File: config.mk
export PLATFORM = sky130hd
export DESIGN_NAME = i2c_slave
export DESIGN_NICKNAME = d
export VERILOG_FILES = /design/src/rtl/i2c_slave.sv
export SDC_FILE = /design/constraint.sdc
export NUM_CORES = 1
export LEC_CHECK = 0
export BUFFER_PORTS_ARGS = -buffer_cell sky130_fd_sc_hd__buf_2
export CAP_MARGIN = 20
export CELL_PAD_IN_SITES_DETAIL_PLACEMENT = 2
export CELL_PAD_IN_SITES_GLOBAL_PLACEMENT = 2
export CORE_MARGIN = 5
export CORE_UTILIZATION = 39
export CTS_BUF_LIST = sky130_fd_sc_hd__clkbuf_8
export DETAILED_ROUTE_END_ITERATION = 10
export PLACE_DENSITY = 0.83
export SYNTH_ARGS = -nofsm -noshare
export SYNTH_HDL_FRONTEND = slang
export SYNTH_SLANG_ARGS = --single-unit
File: constraint.sdc
create_clock -name clk -period 4.9 [get_ports clk]
set_clock_uncertainty 0.15 [all_clocks]
set_input_delay 0.98 -clock clk [delete_from_list [all_inputs] [get_ports clk]]
set_output_delay 0.98 -clock clk [all_outputs]
set_load 0.05 [all_outputs]
File: src/rtl/i2c_slave.sv
// I2C target controller: conditions SCL/SDA, detects START/STOP, matches a 7-bit address and moves bytes.
// Define I2C_SLAVE_GLITCH_FILTER_EN to add a 3-sample majority filter behind each synchronizer.
//
// state     | meaning
// ----------+--------------------------------------------------------------
// IDLE      | bus free or not yet addressed, line released
// ADDR      | shifting in 7 address bits + R/W on scl_rise
// ADDR_ACK  | driving ACK for a matched address, then enter WRITE or READ
// WRITE     | shifting in a data byte from the master
// WRITE_ACK | driving ACK for a received data byte, then back to WRITE
// READ      | driving tx bits MSB-first after each scl_fall
// MACK      | sampling master ACK/NACK after a transmitted byte
// IGNORE    | not addressed (or master NACK); wait for START or STOP
module i2c_slave #(
    parameter logic [6:0] SLAVE_ADDR = 7'h53
) (
    input  logic       clk,
    input  logic       rst,
    input  logic       SCL_i,
    input  logic       SDA_i,
    output logic       SDA_in_en,
    output logic       SDA_o,
    output logic [7:0] rx_data,
    output logic       rx_valid,
    input  logic [7:0] tx_data
);
    typedef enum logic [2:0] {
        IDLE, ADDR, ADDR_ACK, WRITE, WRITE_ACK, READ, MACK, IGNORE
    } state_t;

    state_t     state;
    logic [1:0] scl_sync, sda_sync;
    logic       scl_s, sda_s, scl_prev, sda_prev;
    logic       scl_rise, scl_fall, sda_rise, sda_fall;
    logic       start_cond, stop_cond;
    logic [2:0] bit_cnt;
    logic [6:0] shift_reg;
    logic [7:0] tx_shift;
    logic       rw, ack_phase, last_bit;

    always_ff @(posedge clk) begin
        if (rst) begin
            scl_sync <= 2'b11;
            sda_sync <= 2'b11;
        end else begin
            scl_sync <= {scl_sync[0], SCL_i};
            sda_sync <= {sda_sync[0], SDA_i};
        end
    end

`ifdef I2C_SLAVE_GLITCH_FILTER_EN
    logic [2:0] scl_hist, sda_hist;

    // Majority of three samples rejects single-clock pulses.
    always_ff @(posedge clk) begin
        if (rst) begin
            scl_hist <= 3'b111;
            sda_hist <= 3'b111;
            scl_s    <= 1'b1;
            sda_s    <= 1'b1;
        end else begin
            scl_hist <= {scl_hist[1:0], scl_sync[1]};
            sda_hist <= {sda_hist[1:0], sda_sync[1]};
            scl_s    <= (scl_hist[0] & scl_hist[1]) | (scl_hist[0] & scl_hist[2]) | (scl_hist[1] & scl_hist[2]);
            sda_s    <= (sda_hist[0] & sda_hist[1]) | (sda_hist[0] & sda_hist[2]) | (sda_hist[1] & sda_hist[2]);
        end
    end
`else
    assign scl_s = scl_sync[1];
    assign sda_s = sda_sync[1];
`endif

    always_ff @(posedge clk) begin
        if (rst) begin
            scl_prev <= 1'b1;
            sda_prev <= 1'b1;
        end else begin
            scl_prev <= scl_s;
            sda_prev <= sda_s;
        end
    end

    assign scl_rise   = scl_s & ~scl_prev;
    assign scl_fall   = ~scl_s & scl_prev;
    assign sda_rise   = sda_s & ~sda_prev;
    assign sda_fall   = ~sda_s & sda_prev;
    assign start_cond = sda_fall & scl_s;
    assign stop_cond  = sda_rise & scl_s;

    always_ff @(posedge clk) begin
        if (rst) begin
            state     <= IDLE;
            SDA_in_en <= 1'b1;
            SDA_o     <= 1'b1;
            rx_data   <= 8'h00;
            rx_valid  <= 1'b0;
            bit_cnt   <= 3'd0;
            shift_reg <= 7'd0;
            tx_shift  <= 8'd0;
            rw        <= 1'b0;
            ack_phase <= 1'b0;
            last_bit  <= 1'b0;
        end else begin
            rx_valid <= 1'b0;
            // Bus conditions win over bit-level activity in the same cycle.
            if (stop_cond) begin
                state     <= IDLE;
                SDA_in_en <= 1'b1;
                SDA_o     <= 1'b1;
            end else if (start_cond) begin
                state     <= ADDR;
                bit_cnt   <= 3'd0;
                ack_phase <= 1'b0;
                SDA_in_en <= 1'b1;
                SDA_o     <= 1'b1;
            end else begin
                case (state)
                    IDLE, IGNORE: ;
                    ADDR: if (scl_rise) begin
                        shift_reg <= {shift_reg[5:0], sda_s};
                        bit_cnt   <= bit_cnt + 3'd1;
                        if (bit_cnt == 3'd7) begin
                            rw        <= sda_s;
                            ack_phase <= 1'b0;
                            state     <= (shift_reg == SLAVE_ADDR) ? ADDR_ACK : IGNORE;
                        end
                    end
                    ADDR_ACK, WRITE_ACK: if (scl_fall) begin
                        if (!ack_phase) begin
                            ack_phase <= 1'b1;
                            SDA_in_en <= 1'b0;
                            SDA_o     <= 1'b0;
                        end else begin
                            ack_phase <= 1'b0;
                            last_bit  <= 1'b0;
                            if (rw) begin
                                // First read bit goes out on the edge that ends the ACK.
                                state     <= READ;
                                SDA_in_en <= 1'b0;
                                SDA_o     <= tx_data[7];
                                tx_shift  <= {tx_data[6:0], 1'b0};
                                bit_cnt   <= 3'd1;
                            end else begin
                                state     <= WRITE;
                                SDA_in_en <= 1'b1;
                                SDA_o     <= 1'b1;
                                bit_cnt   <= 3'd0;
                            end
                        end
                    end
                    WRITE: if (scl_rise) begin
                        shift_reg <= {shift_reg[5:0], sda_s};
                        bit_cnt   <= bit_cnt + 3'd1;
                        if (bit_cnt == 3'd7) begin
                            rx_data   <= {shift_reg, sda_s};
                            rx_valid  <= 1'b1;
                            ack_phase <= 1'b0;
                            state     <= WRITE_ACK;
                        end
                    end
                    READ: if (scl_fall) begin
                        if (last_bit) begin
                            SDA_in_en <= 1'b1;
                            SDA_o     <= 1'b1;
                            state     <= MACK;
                        end else begin
                            SDA_in_en <= 1'b0;
                            SDA_o     <= tx_shift[7];
                            tx_shift  <= {tx_shift[6:0], 1'b0};
                            bit_cnt   <= bit_cnt + 3'd1;
                            last_bit  <= (bit_cnt == 3'd7);
                        end
                    end
                    MACK: if (scl_rise) begin
                        if (!sda_s) begin
                            tx_shift <= tx_data;
                            bit_cnt  <= 3'd0;
                            last_bit <= 1'b0;
                            state    <= READ;
                        end else begin
                            state <= IGNORE;
                        end
                    end
                    default: state <= IDLE;
                endcase
            end
        end
    end
endmodule

-- Word-level counts from Yosys, hierarchy flattened
Cells that the tools add are included.
- register bits: 41
- input port bits: 12
- output and inout port bits: 11
- add/sub/neg operators: 1
- equality and inequality tests: 33
- mux-type cells: 58
- bitwise gates (word level): 14
- reductions and logical operators: 21
- operators by type and width (kind ; count):
    2-to-1 mux 3 bit ; 19
    2-to-1 mux 8 bit ; 7
    inequality test 3 bit (second input constant) ; 11
    AND reduction 10 bit ; 3
    2-to-1 mux 1 bit ; 24
    inequality test 2 bit (second input constant) ; 12
    case mux 8 bit (3 select lines) ; 1
    case mux 3 bit (5 select lines) ; 1
    AND reduction 5 bit ; 3
    equality test 3 bit (second input constant) ; 4
    case mux 3 bit (4 select lines) ; 1
    nonzero test 5 bit ; 2
    AND reduction 9 bit ; 1
    NOT 1 bit ; 8
    AND reduction 8 bit ; 1
    equality test 7 bit (second input constant) ; 1
    AND 1 bit ; 6
    equality test 3 x 2 -> 1 bit (second input constant) ; 2
    inequality test 3 x 1 -> 1 bit (second input constant) ; 2
    case mux 1 bit (2 select lines) ; 3
    nonzero test 3 bit ; 2
    nonzero test 6 bit ; 1
    OR reduction 2 bit ; 3
    OR reduction 5 bit ; 1
    other kinds (8) ; 8

-- Logic depth before layout (Yosys ltp)
Gate-level depths: netlist of the first run.
- word-level depth: 6
- gate-level depth with buffers: 9
- mapped depth without buffers: 7

-- Worst setup path after synthesis of the first run
Ideal clock, no wire load.
- path kind: flip-flop to flip-flop
- from: register state[2]
- to: register bit_cnt[0]
- setup time: 0.074 ns
- arrival time: 1.963 ns
- required time: 4.676 ns
- setup slack: 2.712 ns
- cell stages (with the launch flop): 8
- path through: dfxtp_1 -> buf_6 -> nor2b_1 -> nand2_1 -> o311ai_1 -> or4b_4 -> or4_1 -> a31oi_1
- cells in the longest elaborated chain, start to end: 4
- RTL lines (what ; line ; source):
    start, declared ; 31 ; state_t state;
    start signal, assigned ; 125 ; state <= (shift_reg == SLAVE_ADDR) ? ADDR_ACK : IGNORE;
    equality test 3 x 2 -> 1 bit, or another cell as far along ; 117 ; case (state)
    OR reduction 2 bit (on tied branches) ; - ;
    inequality test 3 x 1 -> 1 bit (no line), or another cell as far along ; - ;
    AND reduction 9 bit (no line) or 2-to-1 mux 3 bit (tied branches) ; - ;
    end signal, assigned ; 121 ; bit_cnt <= bit_cnt + 3'd1;
    end signal, assigned ; 153 ; bit_cnt <= bit_cnt + 3'd1;
    end signal, assigned ; 170 ; bit_cnt <= bit_cnt + 3'd1;
    end, declared ; 36 ; logic [2:0] bit_cnt;
Parallel ways exist; a longest one is shown, timed or not.
A chain may end at the register's enable or synchronous reset.

-- Final worst setup path of the first run
- from: register state[0]
- to: register bit_cnt[0]
Same word-level chain as after synthesis.

==> impl_metrics.ini, run 1 <==
[status]
status = finished clean

[worst_setup_path]
end_kind = flop
cp.required_ns = 4.95
cp-start-kind = flop
crit_start = state[0]
reg2reg_depth = 6
r2r_end = bit_cnt[0]
crit_fanout = 17
cp.arrival_ns = 2.89
rrSetupSlack_ns = 2.06
worstSetupPathType = reg2reg
reg2reg_from = state[0]

[cts]
clk_pin_slew_ns = 0.08
clk_latency_ns = 0.28
cts_buffers = 5
cts-htree-levels = 2
cts.repair.resized = 0
cts-root-buf = clkbuf_8
post_cts_buffers = 0
cts.path.max_buffers = 2
ctsHoldBuffers = 0
cts.sinks = 41
cts_tree = built

[placement]
place.port_buffers = 22
dp.cells = 314
place_hpwl_mm = 4.030
gp_congestion = 0.8032
dpl_worst_slack_ns = 2.120

[timing]
layout_setup_ws_ns = 2.059
rsz0062_at_grt = false
fin_crit_sh_pct = 57.98
tns_ns = 0
setup_viol = 0
worst_hold_slack_ns = 0.2692
finalCriticalPeriod_ns = 2.841
worstMarginPinSlew_ns = 0.9122
max_slew_margin_pct = 38.85
hold_viol_final = 0
final_max_slew_viol_count = 0
fmax_mhz = 352.0

[final_layout]
drive_above_1_share_pct = 17.06
nFillCells = 614
final_cell_mix = dfxtp_1 (41), nor2_1 (39), buf_2 (22)
layout_commonest_cell = dfxtp_1
fin_nets = 265
post-route-util_pct = 45.02
synthToLayoutAreaGrowth_pct = 12.23
antenna_cells = 0
final_cells = 322

[routing]
wl_per_cell_um = 17.44
vias = 1821
ant_nets = 0
drcViolationCount = 0
avgViaCountPerCell = 5.655
wl_mm = 5.617
dr.first_iter.drc_count = 114
first_pass_iters = 4

[worst_hold_path]
holdPathStages = 1
hold_class = reg2reg
worstHoldStart = scl_sync[0]
holdPathEnd = scl_sync[1]

[power]
ir_drop_mv = 0.2066
leakagePower_uw = 0.001026
power_density_mw_per_mm2 = 285.8

[floorplanning]
initial_core_util_pct = 40.11
die_x_um = 82.25
io-pin-count = 23
dieArea_mm2 = 0.006764
rows = 26
chipHeight_um = 82.25
core-area_mm2 = 0.005075

[global_route]
antenna_found_initial = 0
grt_max_degree = 41
grt_pass1_wl_mm = 9.411
grt_pass1_vias = 1887
grt_use_total_pct = 18.19
grt_overflow = 0

[synth]
synth.distinct_cells = 49
ys_seq_area_share_pct = 40.32
yosysWarnings = 0
synth_edf_count = 0
ys_ff_latch = 41
synthFlopType = dfxtp_1
synth_area_per_cell_um2 = 8.626
syn_nets = 250
synth_area_mm2 = 0.002036
synthCells = 236
async_reset_ff_share_pct = 0

[flow_run]
cap_violations = 0
per-stage QoR:
| stage | total power (uW) | cell area (um^2) |
|---|---|---|
| after CTS | 661.8 | 2285 |
| after global routing | 681.5 | 2285 |
| after global placement | 378.6 | 2168 |
| after floorplan | 367.5 | 2036 |
| after detailed placement | 379.2 | 2168 |
| final | 652.9 | 2285 |
synthesized netlist by cell type, types with 2 or more instances:
library cell,number,area (um^2)
a211o_1,3,26.28
o21ai_0,6,30.03
nor3_1,5,25.02
nand2b_1,4,25.02
nand2_1,10,37.54
nand3_1,6,30.03
a32o_1,2,20.02
and2_1,2,12.51
o22ai_1,3,18.77
a211oi_1,8,60.06
ha_1,2,25.02
o31ai_1,3,22.52
clkbuf_1,11,41.29
a21oi_1,15,75.07
dfxtp_1,41,820.8
nor2_1,39,146.4
inv_2,2,7.510
a22o_1,7,61.31
or2_2,7,43.79
inv_1,4,15.01
and3_1,2,12.51
nor2b_1,6,37.54
a21o_1,3,22.52
mux2i_1,19,190.2
nor4_1,2,12.51
worst max path at each step:
stage                       end  slack [ns]  depth (start not counted)
floorplan            bit_cnt[0]        2.71                          7
global route        tx_shift[4]        1.89                          6
global placement     bit_cnt[0]        2.20                          6
detailed placement   bit_cnt[0]        2.12                          6
finish               bit_cnt[0]        2.06                          6
CTS                  bit_cnt[0]        2.08                          6
power breakdown:
group | total [uW] | leakage (uW) | internal [uW] | switching (uW)
Sequential | 340 | 0.000332 | 336 | 4.75
Combinational | 31.4 | 0.000632 | 11.8 | 19.6
Clock | 281 | 0.0000626 | 164 | 117
routing by layer:
metal,global-route usage (%),part of all wire (%)
met1,23.68,46
met2,31.33,50
met3,3.362,2.7
met4,3.488,0.48
met5,0,0
area by class of cell:
type | instances | area [um^2] | area share [%]
clock buffer | 6 | 82.58 | 3.614
tap | 70 | 87.58 | 3.834
sequential | 41 | 820.8 | 35.93
multi-input combinational | 175 | 1127 | 49.34
clock inverter | 2 | 33.78 | 1.479
inverter | 6 | 22.52 | 0.9858
timing repair buffer | 22 | 110.1 | 4.819
cell families (layout without fill, tap and decap cells):
| family | after synthesis | in the layout | synth area share, % |
|---|---|---|---|
| XOR/XNOR | 1 | 1 | 0.4303 |
| flip-flops | 41 | 41 | 40.32 |
| adder cells (fa/ha/maj) | 2 | 2 | 1.229 |
| AO/OA/AOI/OAI | 61 | 61 | 21.39 |
| AND/OR/NAND/NOR | 92 | 92 | 22.99 |
| buffers and inverters | 20 | 36 | 4.302 |
| multiplexers | 19 | 19 | 9.342 |
critical path, stage by stage, from the launching register on:
cell and delay (ns):
dfxtp_1 0.72, inv_2 0.21, nand2_1 0.21, o311ai_1 0.19, or4b_4 0.60, or4_1 0.51, a31oi_1 0.16
Power figures use the tool's default switching activity.
==> run 2, diff against run 1 <==
--- a/config.mk
+++ b/config.mk
@@ -10,10 +10,10 @@
 export CELL_PAD_IN_SITES_DETAIL_PLACEMENT = 2
 export CELL_PAD_IN_SITES_GLOBAL_PLACEMENT = 2
 export CORE_MARGIN = 5
-export CORE_UTILIZATION = 39
+export CORE_UTILIZATION = 33
 export CTS_BUF_LIST = sky130_fd_sc_hd__clkbuf_8
 export DETAILED_ROUTE_END_ITERATION = 10
-export PLACE_DENSITY = 0.83
+export PLACE_DENSITY = 0.74
 export SYNTH_ARGS = -nofsm -noshare
 export SYNTH_HDL_FRONTEND = slang
 export SYNTH_SLANG_ARGS = --single-unit
==> constraint.sdc (replaced) <==
create_clock -name clk -period 2.3 [get_ports clk]
set_clock_uncertainty 0.15 [all_clocks]
set_input_delay 0.46 -clock clk [delete_from_list [all_inputs] [get_ports clk]]
set_output_delay 0.46 -clock clk [all_outputs]
set_load 0.05 [all_outputs]
==> impl_metrics.ini, run 2 (same netlist as run 1, synthesis figures left out) <==
[placement]
place_hpwl_mm = 4.570
place.port_buffers = 22
gp_congestion = 0.8638
dp.cells = 339

[timing]
max_slew_margin_pct = 68.63
rsz0062_at_grt = false
hold_viol_final = 0
setup_viol = 0
fmax_mhz = 451.4
worstMarginPinSlew_ns = 0.4687
fin_crit_sh_pct = 96.32
final_max_slew_viol_count = 0
tns_ns = 0
finalCriticalPeriod_ns = 2.215

[final_layout]
antenna_cells = 0
final_cells = 348
layout_commonest_cell = nor2_1
nFillCells = 694
post-route-util_pct = 41.95
drive_above_1_share_pct = 26.01
final_cell_mix = nor2_1 (39), dfxtp_1 (38), buf_2 (22)
synthToLayoutAreaGrowth_pct = 22.74
fin_nets = 286

[global_route]
grt_pass1_vias = 2094
grt_use_total_pct = 18.08
antenna_found_initial = 0
use_met2_pct = 30.93
use_met1_pct = 22.69
grt_pass1_wl_mm = 10.85
busiest_layer = met2
met3_usage_pct = 3.445
grt_overflow = 0
grt_max_degree = 25

[cts]
ctsHoldBuffers = 0
clk_pin_slew_ns = 0.08
cts_tree = built
cts-root-buf = clkbuf_8
cts-htree-levels = 2
clk_latency_ns = 0.30
cts.sinks = 41
cts_buffers = 5
cts.path.max_buffers = 2

[worst_setup_path]
crit_start = scl_sync[1]
cp_top_family = simple AND/OR/NAND/NOR gates
cp-start-kind = flop
path_buf_inv = 0
reg2reg_from = scl_sync[1]
cp_slowest_cell = or4_1
crit_fanout = 6
worstSetupPathType = reg2reg
slowest_delay_ns = 0.52
cp.required_ns = 2.38
rrSetupSlack_ns = 0.08
r2r_end = bit_cnt[0]
cp.arrival_ns = 2.29
reg2reg_depth = 6
end_kind = flop
cp_cell_sequence = nand2b_4 -> o211ai_2 -> o311ai_2 -> or4b_4 -> or4_1 -> a31oi_1

[floorplanning]
dieArea_mm2 = 0.007839
die_x_um = 88.54
core-area_mm2 = 0.005956
io-pin-count = 23
chipHeight_um = 88.54
rows = 28
initial_core_util_pct = 34.18

[routing]
wl_per_cell_um = 18.28
avgViaCountPerCell = 5.572
drcViolationCount = 0
wl_mm = 6.363
ant_nets = 0
vias = 1939
first_pass_iters = 4
dr.first_iter.drc_count = 61

[power]
leakagePower_uw = 0.001148
ir_drop_mv = 0.2419
power_density_mw_per_mm2 = 608.4

[worst_hold_path]
worstHoldStart = SDA_i
holdPathStages = 2
holdPathEnd = sda_sync[0]
hold_class = in2reg

[flow_run]
cap_violations = 0

[status]
status = finished clean
[run 2: cell count changes in the layout (fill, tap and decap cells not counted), sizes merged]
cell / previous run / this run
clkbuf: 6 / 5
buf: 22 / 43
bufinv: 1 / 2
[run 2: metal layers]
layer  share of wire (%)  up-vias
li1                    -      924
met1                  45      977
met2                  51       29
met4                 1.3        0
met3                 2.5        9
met5                   0        -
[run 2: repair_timing]
item / CTS / global route
endpoints found under the setup margin: 1 / 8
gates resized for setup: 2 / 4
setup buffers: 1 / 0
pin swaps: 1 / 2
[run 2: worst max-delay path by stage]
stage	slack [ns]	to	cells after the start
CTS	0.04	bit_cnt[0]	6
detailed placement	-0.04	bit_cnt[0]	6
floorplan	0.11	bit_cnt[0]	7
global route	0.005	bit_cnt[0]	6
finish	0.08	bit_cnt[0]	6
global placement	0.11	bit_cnt[0]	6
[run 2: cell type report]
| class | count | area (um^2) | area share, % |
|---|---|---|---|
| clock buffer | 5 | 68.82 | 2.754 |
| clock inverter | 3 | 68.82 | 2.754 |
| inverter | 6 | 22.52 | 0.9014 |
| multi-input combinational | 175 | 1140 | 45.62 |
| sequential | 41 | 824.5 | 33.00 |
| tap | 75 | 93.84 | 3.756 |
| timing repair buffer | 43 | 280.3 | 11.22 |
[run 2: worst reg2reg max path, stage by stage, from the launching register on]
cell and delay [ns]:
dfxtp_2 0.35, nand2b_4 0.17, o211ai_2 0.17, o311ai_2 0.14, or4b_4 0.51, or4_1 0.52, a31oi_1 0.14
[run 2: power breakdown]
part	switching (uW)	internal [uW]
Clock	277	437
Sequential	7.26	715
Combinational	50.5	33.0
Total	335	1190
[run 2: per-stage QoR]
| step | power (uW) | instance area [um^2] | worst slack (ns) | hold slack [ns] |
|---|---|---|---|---|
| 6_report | 1520 | 2499 | 0.08460 | 0.1925 |
| 5_1_grt | 1581 | 2499 | 0.005091 | 0.1738 |
| 4_1_cts | 1542 | 2486 | 0.03875 | 0.1795 |
| 3_5_place_dp | 819.7 | 2337 | -0.03740 | 0.2469 |
| 3_3_place_gp | 816.6 | 2337 | 0.1108 | 0.2411 |
| 2_1_floorplan | 783.0 | 2036 | 0.1121 | 0.2395 |
